File: config.mk
export PLATFORM = sky130hd
export DESIGN_NAME = ram_port_arbiter
export DESIGN_NICKNAME = d
export VERILOG_FILES = /design/src/rtl/ram_port_arbiter_pkg.sv /design/src/rtl/rr_grant2.sv /design/src/rtl/ram_port_arbiter.sv
export SDC_FILE = /design/constraint.sdc
export NUM_CORES = 1
export LEC_CHECK = 0
export CAP_MARGIN = 20
export CELL_PAD_IN_SITES_DETAIL_PLACEMENT = 1
export CELL_PAD_IN_SITES_GLOBAL_PLACEMENT = 2
export CORE_AREA = 2 2 137 139
export CTS_CLUSTER_DIAMETER = 120
export DETAILED_ROUTE_END_ITERATION = 10
export DIE_AREA = 0 0 139 141
export GPL_TIMING_DRIVEN = 0
export PLACE_DENSITY_LB_ADDON = 0.12
export SETUP_SLACK_MARGIN = 0.05
export SLEW_MARGIN = 20
export SYNTH_ARGS = -nofsm -noshare
export SYNTH_HDL_FRONTEND = slang
export SYNTH_SLANG_ARGS = --single-unit
File: constraint.sdc
create_clock -name clk -period 1.45 [get_ports clk]
set_clock_uncertainty 0.1 [all_clocks]
set_input_delay 0.2175 -clock clk [delete_from_list [all_inputs] [get_ports clk]]
set_output_delay 0.2175 -clock clk [all_outputs]
set_load 0.005 [all_outputs]
File: src/rtl/ram_port_arbiter_pkg.sv
// Shared definitions for clients of the block-RAM ports: requester ids,
// default geometry and the read-response pipeline record.
package ram_port_arbiter_pkg;

  localparam int DEFAULT_DWIDTH = 32;
  localparam int DEFAULT_AWIDTH = 9;

  localparam logic ID_M0 = 1'b0;
  localparam logic ID_M1 = 1'b1;

  // One outstanding read response: the RAM has a single cycle of latency.
  typedef struct packed {
    logic valid;
    logic id;
  } rsp_t;

  function automatic logic other_id(input logic id);
    return ~id;
  endfunction

endpackage

File: src/rtl/rr_grant2.sv
// Two-way round-robin grant with burst lock. Holds the last-granted id and
// the lock owner; the grant itself is combinational from the request state.
module rr_grant2
  import ram_port_arbiter_pkg::*;
(
  input  logic       clk,
  input  logic       reset,
  input  logic [1:0] valid,
  input  logic [1:0] lock,
  output logic [1:0] grant,
  output logic       winner
);

  logic last;
  logic lock_active;
  logic lock_owner;

  // NOTE: every always_comb output gets a default first, so no path leaves it
  // unassigned and no latch is inferred.
  always_comb begin
    grant  = '0;
    winner = ID_M0;
    if (!reset) begin
      if (lock_active && valid[lock_owner]) begin
        winner = lock_owner;
      end else if (&valid) begin
        winner = other_id(last);
      end else if (valid[ID_M1]) begin
        winner = ID_M1;
      end else begin
        winner = ID_M0;
      end
      grant[winner] = valid[winner];
    end
  end

  // NOTE: sequential state uses non-blocking assignments only, so every
  // register samples the pre-edge values regardless of statement order.
  always_ff @(posedge clk or posedge reset) begin
    if (reset) begin
      last        <= ID_M1;
      lock_active <= 1'b0;
      lock_owner  <= ID_M0;
    end else if (|grant) begin
      last        <= winner;
      lock_active <= lock[winner];
      lock_owner  <= winner;
    end else begin
      // An idle cycle ends any burst; the priority pointer holds.
      lock_active <= 1'b0;
    end
  end

endmodule

File: src/rtl/ram_port_arbiter.sv
// Shares one registered-read, read-first RAM port between two requesters,
// one access per cycle, and steers read data back to the issuing requester.
module ram_port_arbiter
  import ram_port_arbiter_pkg::*;
#(
  parameter int DWIDTH = DEFAULT_DWIDTH,
  parameter int AWIDTH = DEFAULT_AWIDTH
) (
  input  logic              clk,
  input  logic              reset,

  input  logic              m0_valid,
  output logic              m0_ready,
  input  logic              m0_we,
  input  logic [AWIDTH-1:0] m0_addr,
  input  logic [DWIDTH-1:0] m0_wdata,
  input  logic              m0_lock,
  output logic              m0_rvalid,
  output logic [DWIDTH-1:0] m0_rdata,

  input  logic              m1_valid,
  output logic              m1_ready,
  input  logic              m1_we,
  input  logic [AWIDTH-1:0] m1_addr,
  input  logic [DWIDTH-1:0] m1_wdata,
  input  logic              m1_lock,
  output logic              m1_rvalid,
  output logic [DWIDTH-1:0] m1_rdata,

  output logic              ram_en,
  output logic              ram_we,
  output logic [AWIDTH-1:0] ram_addr,
  output logic [DWIDTH-1:0] ram_di,
  input  logic [DWIDTH-1:0] ram_do
);

  logic [1:0] grant;
  logic       winner;
  rsp_t       rsp;

  rr_grant2 u_grant (
    .clk    (clk),
    .reset  (reset),
    .valid  ({m1_valid, m0_valid}),
    .lock   ({m1_lock, m0_lock}),
    .grant  (grant),
    .winner (winner)
  );

  assign m0_ready = grant[ID_M0];
  assign m1_ready = grant[ID_M1];

  // Idle port drives zeros so the RAM pins are quiet between accesses.
  always_comb begin
    ram_en   = 1'b0;
    ram_we   = 1'b0;
    ram_addr = '0;
    ram_di   = '0;
    if (|grant) begin
      ram_en = 1'b1;
      if (winner == ID_M1) begin
        ram_we   = m1_we;
        ram_addr = m1_addr;
        ram_di   = m1_wdata;
      end else begin
        ram_we   = m0_we;
        ram_addr = m0_addr;
        ram_di   = m0_wdata;
      end
    end
  end

  // Tracks which requester owns the data the RAM presents next cycle.
  always_ff @(posedge clk or posedge reset) begin
    if (reset) begin
      rsp <= '0;
    end else begin
      rsp.valid <= ram_en & ~ram_we;
      rsp.id    <= winner;
    end
  end

  assign m0_rvalid = rsp.valid && (rsp.id == ID_M0);
  assign m1_rvalid = rsp.valid && (rsp.id == ID_M1);
  assign m0_rdata  = ram_do;
  assign m1_rdata  = ram_do;

endmodule

==> qor.txt <==
Ports: 233
synth unique cells: 24
register-to-register setup slack: -150 ps
reg-to-reg endpoint: u_grant.lock_active
Worst Path Max Fanout: 5
Vias/cell: 4.29
synth top area cells: o311ai_0, buf_4, a21oi_1
pin count of the biggest net entering global routing: 11
Critical Path Max Stage Delay: 550 ps
Data arrival, critical path: 1670 ps
violated checks: negative setup slack
Final Max Slew Viols: 0
first-pass GRT wire length: 20.9 mm
VDD IR-drop max: 0.415 mV
Max Clock Freq: 503 MHz
area delta synth->final: 219%
Critical path origin: u_grant.last
CP Data Required Time: 1130 ps
worst skew pair latency: 230 ps
Sequential Area: 126 µm²
reg2reg path depth: 6
FILL cells: 2018
Reg clk slew, reported paths: 30 ps
final hold vios: 0
Final #Nets: 637
DR WL/cell: 19.0 µm
Pre-antenna DRT Iters: 3
worst setup margin: -539 ps
synthesized netlist net count: 390
Clock Path Buffers: 2
reg-to-reg startpoint: u_grant.lock_active
syn_area_per_cell: 7.37 µm²
worst-path cell chain: and2b_4, buf_12, buf_12, o311ai_2, a21oi_1, buf_2
final wirelength: 14.2 mm
Core Region: 18300 µm²
status: finished, violations left
maxcap violations: 0
grt ovf: 0
die height: 141 µm
power per cell area: 493 nW/µm²
Synth top area share: 0.288
Slew @ Worst Pin: 507 ps
total negative slack: -21830 ps
# setup viols final: 46
vias in the first global route: 3602
Antenna Nets Post-Route: 0
WHS: 251 ps
hpwl dp: 9.72 mm
die area: 19600 µm²
LEAKAGE: 2.19 nW
CP endpoint kind: output port
critical path class: flip-flop to output port
gr usage total: 0.132
Synth area leader: o311ai_0
Root Buffer: clkbuf_16
min-delay worst type: input pin to async pin
diodes inserted: 0
starting density of the core: 0.108
Tcrit/Tclk final: 1.37
slowest cell on the critical path: dfstp_2
RSZ-0062 raised after global routing: yes
startpoint types: flip-flop
total CTS buffers: 3
CTS tree: built
routed via count: 3211
Placement Rows: 50
final core utilization: 0.344
die width: 139 µm
DRC: 0
Seq/Total Area, Yosys: 0.0640
H-tree depth reported by CTS: 1
Final min period: 1990 ps
GP Congestion: 0.670
Cells after Synth: 268
number of synthesis warnings: 0
layout cells sized above 1: 0.605
pre-CTS setup slack: -1340 ps
Slew headroom: 0.662
area of the multi-input gates: 2350 µm²
critical path's most frequent cell: buf_12
1st-iter DRT viols: 58
most frequent cells in the layout: clkdlybuf4s50_1, buf_4, o311ai_4
commonest non-fill, non-tap cell in the layout: clkdlybuf4s50_1
clock sinks: 5
antenna violations before repair: 1
Post-Syn Area: 1970 µm²
IO buf count: 200
post-synthesis register bit count: 5
-- worst max-delay path: cells and delay by family, from the launching register on --
family / cells / cell delay [ps]
flip-flops: 1 / 550
AND/OR/NAND/NOR: 1 / 190
AO/OA/AOI/OAI: 2 / 290
buffers and inverters: 3 / 410
-- stage by stage --
step	instance area (µm²)	instances	total power [W]
2_1_floorplan	2100	268	0.000850
3_3_place_gp	4390	702	0.00165
3_5_place_dp	4390	702	0.00167
4_1_cts	5800	735	0.00286
5_1_grt	6290	748	0.00327
6_report	6290	748	0.00310
-- synthesized netlist by cell type --
| cell type | number |
|---|---|
| a21o_1 | 1 |
| a21oi_1 | 47 |
| a31oi_1 | 1 |
| and2_1 | 1 |
| and2_4 | 1 |
| and2b_4 | 1 |
| buf_1 | 5 |
| buf_2 | 11 |
| buf_4 | 70 |
| buf_6 | 4 |
| clkbuf_1 | 14 |
| clkbuf_2 | 3 |
| dfrtp_1 | 4 |
| dfstp_2 | 1 |
| inv_1 | 4 |
| inv_2 | 1 |
| nand2b_1 | 1 |
| nor2_1 | 3 |
| nor2b_1 | 3 |
| nor2b_4 | 1 |
| o21ai_0 | 1 |
| o311ai_0 | 65 |
| o311ai_1 | 23 |
| o31a_1 | 2 |
-- timing repair --
item | in CTS | in global routing
setup buffers | 17 | 14
hold buffers | 0 | 0
setup endpoints to repair | 51 | 50
pin swaps | 45 | 29
resized for setup | 410 | 64
gates cloned | 12 | 2
-- power by group --
| group | internal (W) | switching [W] |
|---|---|---|
| clock | 0.000364 | 0.0000876 |
| sequential | 0.000159 | 0.0000160 |
| combinational | 0.00139 | 0.00109 |
| total | 0.00191 | 0.00119 |
-- worst max-delay path by stage --
stage,endpoint,slack [ps]
CTS,ram_addr[4],-610
global route,ram_di[21],-610
floorplan,ram_addr[6],-40
detailed placement,ram_addr[7],-1340
finish,ram_di[26],-540
global placement,ram_di[3],-1320
-- layout make-up --
cell class | count | share of cell area
multi-input cells | 151 | 0.374
repair buffers | 243 | 0.370
plain buffers | 105 | 0.172
well taps | 234 | 0.0465
flip-flops and latches | 5 | 0.0201
clock buffers | 4 | 0.0125
inverters | 5 | 0.00398
repair inverters | 1 | 0.00119
-- metal layers --
layer / wire [µm] / global-route usage / up-vias
li1: - / - / 1521
met1: 5810 / 0.161 / 1570
met2: 7650 / 0.252 / 116
met3: 703 / 0.0248 / 4
met4: 31 / 0.00797 / 0
met5: 0 / 0 / -
-- flip-flops by register name, indices dropped and copies added, names as in the netlist --
name	cells
rsp	2
u_grant.last	1
u_grant.lock_active	1
u_grant.lock_owner	1
-- kinds of logic after synthesis --
kind of cell | Yosys count | share of synthesized area
flops | 5 | 0.0640
compound gates | 140 | 0.528
simple gates | 11 | 0.0380
buf+inv | 112 | 0.370
Power figures use the tool's default switching activity.
